--- config.mk ---
export PLATFORM = sky130hd
export DESIGN_NAME = seq_restoring_divider
export DESIGN_NICKNAME = d
export VERILOG_FILES = /design/src/rtl/seq_restoring_divider.sv
export SDC_FILE = /design/constraint.sdc
export NUM_CORES = 1
export LEC_CHECK = 0
export CAP_MARGIN = 20
export CORE_AREA = 4 4 65 90
export DETAILED_ROUTE_END_ITERATION = 10
export DIE_AREA = 0 0 69 94
export GPL_ROUTABILITY_DRIVEN = 0
export PLACE_DENSITY = 0.71
export SETUP_SLACK_MARGIN = 0.4
export SLEW_MARGIN = 30
export SYNTH_ARGS = -nofsm -noshare
export SYNTH_HDL_FRONTEND = slang
export SYNTH_SLANG_ARGS = --single-unit
--- constraint.sdc ---
create_clock -name clk -period 4.6 [get_ports clk]
set_clock_uncertainty 0.15 [all_clocks]
set_input_delay 0.92 -clock clk [delete_from_list [all_inputs] [get_ports clk]]
set_output_delay 0.92 -clock clk [all_outputs]
set_load 0.02 [all_outputs]
--- src/rtl/seq_restoring_divider.sv ---
// Multi-cycle unsigned restoring divider.
// One trial subtraction per cycle; start pulse in, done pulse out.
module seq_restoring_divider #(
  parameter int N = 8
) (
  input  logic         clk,
  input  logic         rst_n,
  input  logic         start,
  input  logic [N-1:0] dividend,
  input  logic [N-1:0] divisor,
  output logic [N-1:0] quotient,
  output logic [N-1:0] remainder,
  output logic         busy,
  output logic         done,
  output logic         div_by_zero
);

  localparam int CW = (N > 1) ? $clog2(N) : 1;

  localparam logic [1:0] S_IDLE = 2'd0;
  localparam logic [1:0] S_RUN  = 2'd1;
  localparam logic [1:0] S_DONE = 2'd2;

  logic [1:0]    state;
  logic [N:0]    r;
  logic [N-1:0]  q;
  logic [N-1:0]  d;
  logic [CW-1:0] count;

  logic [N:0]    rs;
  logic [N-1:0]  qs;
  logic [N:0]    t;
  logic [N:0]    r_nxt;
  logic [N-1:0]  q_nxt;

  // Subtract as B + ~A + 1 on the shared N+1-bit datapath.
  always_comb begin
    rs    = {r[N-1:0], q[N-1]};
    qs    = {q[N-2:0], 1'b0};
    t     = rs + ~{1'b0, d} + {{N{1'b0}}, 1'b1};
    r_nxt = t[N] ? rs : t;
    q_nxt = t[N] ? qs : {qs[N-1:1], 1'b1};
  end

  assign busy = (state == S_RUN);
  assign done = (state == S_DONE);

  always_ff @(posedge clk or negedge rst_n) begin
    if (!rst_n) begin
      state       <= S_IDLE;
      r           <= '0;
      q           <= '0;
      d           <= '0;
      count       <= '0;
      quotient    <= '0;
      remainder   <= '0;
      div_by_zero <= 1'b0;
    end else begin
      unique case (state)
        S_IDLE: begin
          if (start) begin
            if (divisor != '0) begin
              d     <= divisor;
              q     <= dividend;
              r     <= '0;
              count <= CW'(N - 1);
              state <= S_RUN;
            end else begin
              quotient    <= '1;
              remainder   <= dividend;
              div_by_zero <= 1'b1;
              state       <= S_DONE;
            end
          end
        end
        S_RUN: begin
          r     <= r_nxt;
          q     <= q_nxt;
          count <= count - {{(CW-1){1'b0}}, 1'b1};
          if (count == '0) begin
            quotient    <= q_nxt;
            remainder   <= r_nxt[N-1:0];
            div_by_zero <= 1'b0;
            state       <= S_DONE;
          end
        end
        S_DONE: state <= S_IDLE;
        default: state <= S_IDLE;
      endcase
    end
  end

endmodule

Word level (Yosys, flattened, before mapping)

Cells that the tools add are included.

Register bits after elaboration: 46
Output and inout bits: 19
Word-level logic and storage cells: 53

$add $sub $neg: 3
Eq/ne operators: 6
Multiplexer cells: 27
Bitwise operators: 1
Reduce and logical (&&, ||, !) cells: 8

Operators by type and width:

| kind                                                   | count |
|---|---|
| two-way mux 8 bit                                      | 11 |
| case mux 8 bit (2 select lines)                        | 4 |
| adder 9 x 1 -> 9 bit (second input constant)           | 1 |
| adder 9 bit                                            | 1 |
| NOT 8 -> 9 bit                                         | 1 |
| nonzero test 8 bit                                     | 1 |
| two-way mux 2 bit                                      | 3 |
| two-way mux 3 bit                                      | 2 |
| inequality test 2 bit (second input constant)          | 3 |
| case mux 3 bit (2 select lines)                        | 1 |
| AND reduction 3 bit                                    | 2 |
| two-way mux 1 bit                                      | 4 |
| case mux 2 bit (2 select lines)                        | 1 |
| AND reduction 4 bit                                    | 1 |
| zero test 3 bit                                        | 1 |
| subtractor 3 x 1 -> 3 bit (second input constant)      | 1 |
| equality test 2 x 1 -> 1 bit (second input constant)   | 1 |
| equality test 2 bit (second input constant)            | 1 |
| zero test 2 bit                                        | 1 |
| inequality test 2 x 1 -> 1 bit (second input constant) | 1 |
| case mux 1 bit (2 select lines)                        | 1 |
| AND reduction 2 bit                                    | 1 |
| nonzero test 2 bit                                     | 1 |

Depth between registers and ports, before layout

Word-level depth: 6
Mapped depth: 11
Gate-level depth less buffers: 10

Worst setup path before layout

OpenSTA, ideal clock, no wires.

Path type: register to register
Start: register q[7]
End: register remainder[7]
Arrival: 2.367 ns
Data required time: 4.368 ns
Slack: 2.001 ns
Cell stages (with the launch flop): 11
Cell sequence: dfrtp_1 inv_1 ha_1 inv_1 fa_1 a211oi_2 nor3_2 mux2i_2 nor2_2 or4b_4 a31oi_1

Cells in the longest elaborated chain, start to end: 5

Ends and longest elaborated chain:

| item                            | RTL line | source |
|---|---|---|
| start, declared                 | 26       | `logic [N-1:0] q;` |
| start signal, assigned          | 64       | `q <= dividend;` |
| start signal, assigned          | 78       | `q <= q_nxt;` |
| adder 9 bit                     | 40       | `t = rs + ~{1'b0, d} + {{N{1'b0}}, 1'b1};` |
| adder 9 x 1 -> 9 bit            | 40       |  |
| two-way mux 8 bit               | 41       | `r_nxt = t[N] ? rs : t;` |
| two-way mux 8 bit               | 80       | `if (count == '0) begin` |
| case mux 8 bit (2 select lines) | 59       | `unique case (state)` |
| end signal, assigned            | 70       | `remainder <= dividend;` |
| end signal, assigned            | 82       | `remainder <= r_nxt[N-1:0];` |
| end, declared                   | 12       | `output logic [N-1:0] remainder,` |

Every way passes these cells. The select of a mux whose other input is x is not followed.
A chain may end at the register's enable or synchronous reset.

Final worst setup path

Start: register q[7]
End: register remainder[2]

The elaborated chain is that of the path after synthesis.

==> results.json <==
{
  "yosys-top-cells-count": "dfrtp_1, nand2_1, nor2_1",
  "cellPowerDensity_mw_per_mm2": 793,
  "met1_usage": 0.199,
  "cp_max_fo": 12,
  "fin_crit_sh": 0.676,
  "worstMarginPinSlew_ns": 0.822,
  "die_area_mm2": 0.00649,
  "cp_common_cell": "inv_1",
  "cp_cell_sequence": "inv_1 -> ha_1 -> inv_1 -> fa_1 -> a211oi_2 -> nor3_2 -> mux2i_2 -> nor2_2 -> mux2i_1 -> o32a_1",
  "grt_pass1_vias": 1900,
  "hold_buffers": 0,
  "drc": 0,
  "die_h_um": 94,
  "nets": 311,
  "setup_tns_ns": 0,
  "seqPwrFrac": 0.313,
  "power.static_leakage_nw": 1.35,
  "rsz0062_at_grt": "no",
  "fmax_mhz": 322,
  "crit_path_end_kind": "flip-flop",
  "drive_gt1_frac": 0.0745,
  "drtPass1Iterations": 4,
  "path_class": "reg -> reg",
  "synth_top_cells_by_area": "dfrtp_1, nand2_1, ha_1",
  "vias": 1867,
  "via_per_inst": 5.36,
  "synth_warnings": 0,
  "cts_setup_buffers": 0,
  "synth_nets": 276,
  "slowest_delay_ns": 0.50,
  "synth_seq_cells": 46,
  "grt_usage": 0.171,
  "intPower_w": 0.00132,
  "synth_most_common_cell": "dfrtp_1",
  "yosysTopAreaCell": "dfrtp_1",
  "utilization": 0.572,
  "postRouteAntennaNets": 0,
  "grt_overflow": 0,
  "htreeDepth": 2,
  "p_clk_frac": 0.112,
  "async_flop_share": 1.00,
  "clock_sinks": 46,
  "wl_per_cell_um": 14.9,
  "io_pins": 38,
  "synth_edf_count": 0,
  "clkLatencyLatePin_ns": 0.30,
  "synth-seq-area-share": 0.478,
  "die_x_um": 69,
  "ir_drop_uv": 348,
  "antenna_found_initial": 0,
  "worstPathRequired_ns": 4.64,
  "root_buffer": "clkbuf_8",
  "drv_slew": 0,
  "synth_cell_types": 42,
  "netlist_area_mm2": 0.00241,
  "numCtsBuffers": 5,
  "n_fill_cell": 498,
  "start_util": 0.470,
  "wl_um": 5200,
  "netlist_instances": 246,
  "p_sw_w": 0.000999,
  "cap_violations": 0,
  "syn_area_per_cell_um2": 9.79,
  "antenna_cells": 0,
  "drtIter0Drc": 107,
  "setup_viol": 0,
  "cts_buffer_depth": 2,
  "cts_tree": "yes",
  "post_cts_resized": 0,
  "dpl.hpwl_um": 3900,
  "crit_path_top_delay_cell": "nor2_2",
  "synth_top_area_frac": 0.478,
  "min_period_ns": 3.11,
  "comb_power_share": 0.575,
  "grt.busiest_layer": "met2",
  "clk_pin_slew_worst_paths_ns": 0.09,
  "hold_path_class": "reg -> reg",
  "switching_share": 0.431,
  "synthFlopType": "dfrtp_1",
  "arrival_ns": 3.14,
  "status": "finished, final reports clean",
  "syn_to_final_growth_pct": 21.6,
  "port_buffers": 37,
  "grt_max_degree": 47,
  "finalHoldViolations": 0,
  "worstSetupStartpointType": "flip-flop",
  "grtUsageMet3": 0.0321,
  "grt_pass1_wl_um": 8900,
  "grt_use_met2": 0.319,
  "rows": 31,
  "slew_headroom": 0.452,
  "coreArea_mm2": 0.00512
}
cell type report:
type	count	area [µm²]	share of cell area
sequential	46	1150	0.393
timing repair buffer	39	383	0.131
clock buffer	6	82.6	0.0282
multi-input combinational	173	1150	0.395
clock inverter	2	12.5	0.00428
inverter	16	60.1	0.0205
tap	66	82.6	0.0282
sequential cells by signal, summed over array words and instances, names as in the netlist:
| register | count |
|---|---|
| r | 8 |
| div_by_zero | 1 |
| q | 8 |
| d | 8 |
| state | 2 |
| count | 3 |
| remainder | 8 |
| quotient | 8 |
cells in the final DEF (no fill, tap or decap), drive strengths merged, types with 2 or more instances in the layout:
cell,netlist,routed
nor2,20,20
ha,10,10
a21o,4,4
nand2,36,36
nor4,2,2
o21ai,16,16
buf,3,3
a211oi,2,2
nor3,3,3
a31oi,6,6
o32a,3,3
o22a,7,7
o211a,6,6
nand2b,2,2
a22oi,2,2
inv,15,15
mux2,3,3
nand3,8,8
clkdlybuf4s50,0,36
clkinv,1,2
o21bai,4,4
xor2,2,2
a21oi,11,11
mux2i,13,13
clkbuf,8,6
dfrtp,46,46
o211ai,2,2
o21a,2,2
power groups by stage:
stage | Clock (W) | Sequential (W) | Combinational [W]
2_1_floorplan | 0 | 0.000780 | 0.000912
3_3_place_gp | 0 | 0.000733 | 0.00132
3_5_place_dp | 0 | 0.000736 | 0.00135
4_1_cts | 0.000267 | 0.000728 | 0.00135
5_1_grt | 0.000285 | 0.000753 | 0.00149
6_report | 0.000260 | 0.000726 | 0.00133
worst max-delay path, delay by kind of cell, from the launching register on:
kind            cells  cell delay (ns)
mux                 2             0.39
buf+inv             2             0.12
flops               1             0.42
compound gates      2             0.71
simple gates        2             0.61
fa+ha+maj           2             0.58
cells by family after synthesis:
kind of cell | Yosys count | synth area share
buffers and inverters | 27 | 0.0447
adders and majority gates | 11 | 0.0603
DFF | 46 | 0.478
AOI/OAI and AO/OA | 66 | 0.192
muxes | 16 | 0.0696
and+or+nand+nor | 77 | 0.144
xor gates and xnor gates | 3 | 0.0109
path summary, 6_finish.rpt:
check,start,to,slack (ns),cells after the start
setup / recovery,q[7],remainder[2],1.49,10
hold / removal,quotient[4],quotient[4],0.36,1
setup reg to reg,q[7],remainder[2],1.49,10
hold reg to reg,quotient[4],quotient[4],0.36,1
max in group asynchronous,rst_n,remainder[3],3.44,1
min in group asynchronous,rst_n,div_by_zero,0.46,1
metrics by stage:
step	area [µm²]	std cells	power, W	worst slack, ns	hold slack [ns]
6_report	2930	348	0.00232	1.49	0.361
3_3_place_gp	2830	340	0.00205	1.29	0.324
4_1_cts	2930	348	0.00234	1.50	0.362
5_1_grt	2930	348	0.00253	1.33	0.377
2_1_floorplan	2410	246	0.00169	2.00	0.321
3_5_place_dp	2830	340	0.00208	1.28	0.341
metal layers:
| metal | vias to the layer above | wire [µm] |
|---|---|---|
| li1 | 935 | - |
| met1 | 885 | 2100 |
| met2 | 39 | 2820 |
| met3 | 8 | 207 |
| met4 | 0 | 72 |
| met5 | - | 0 |
Note: power is estimated with default switching activity, not from simulation.
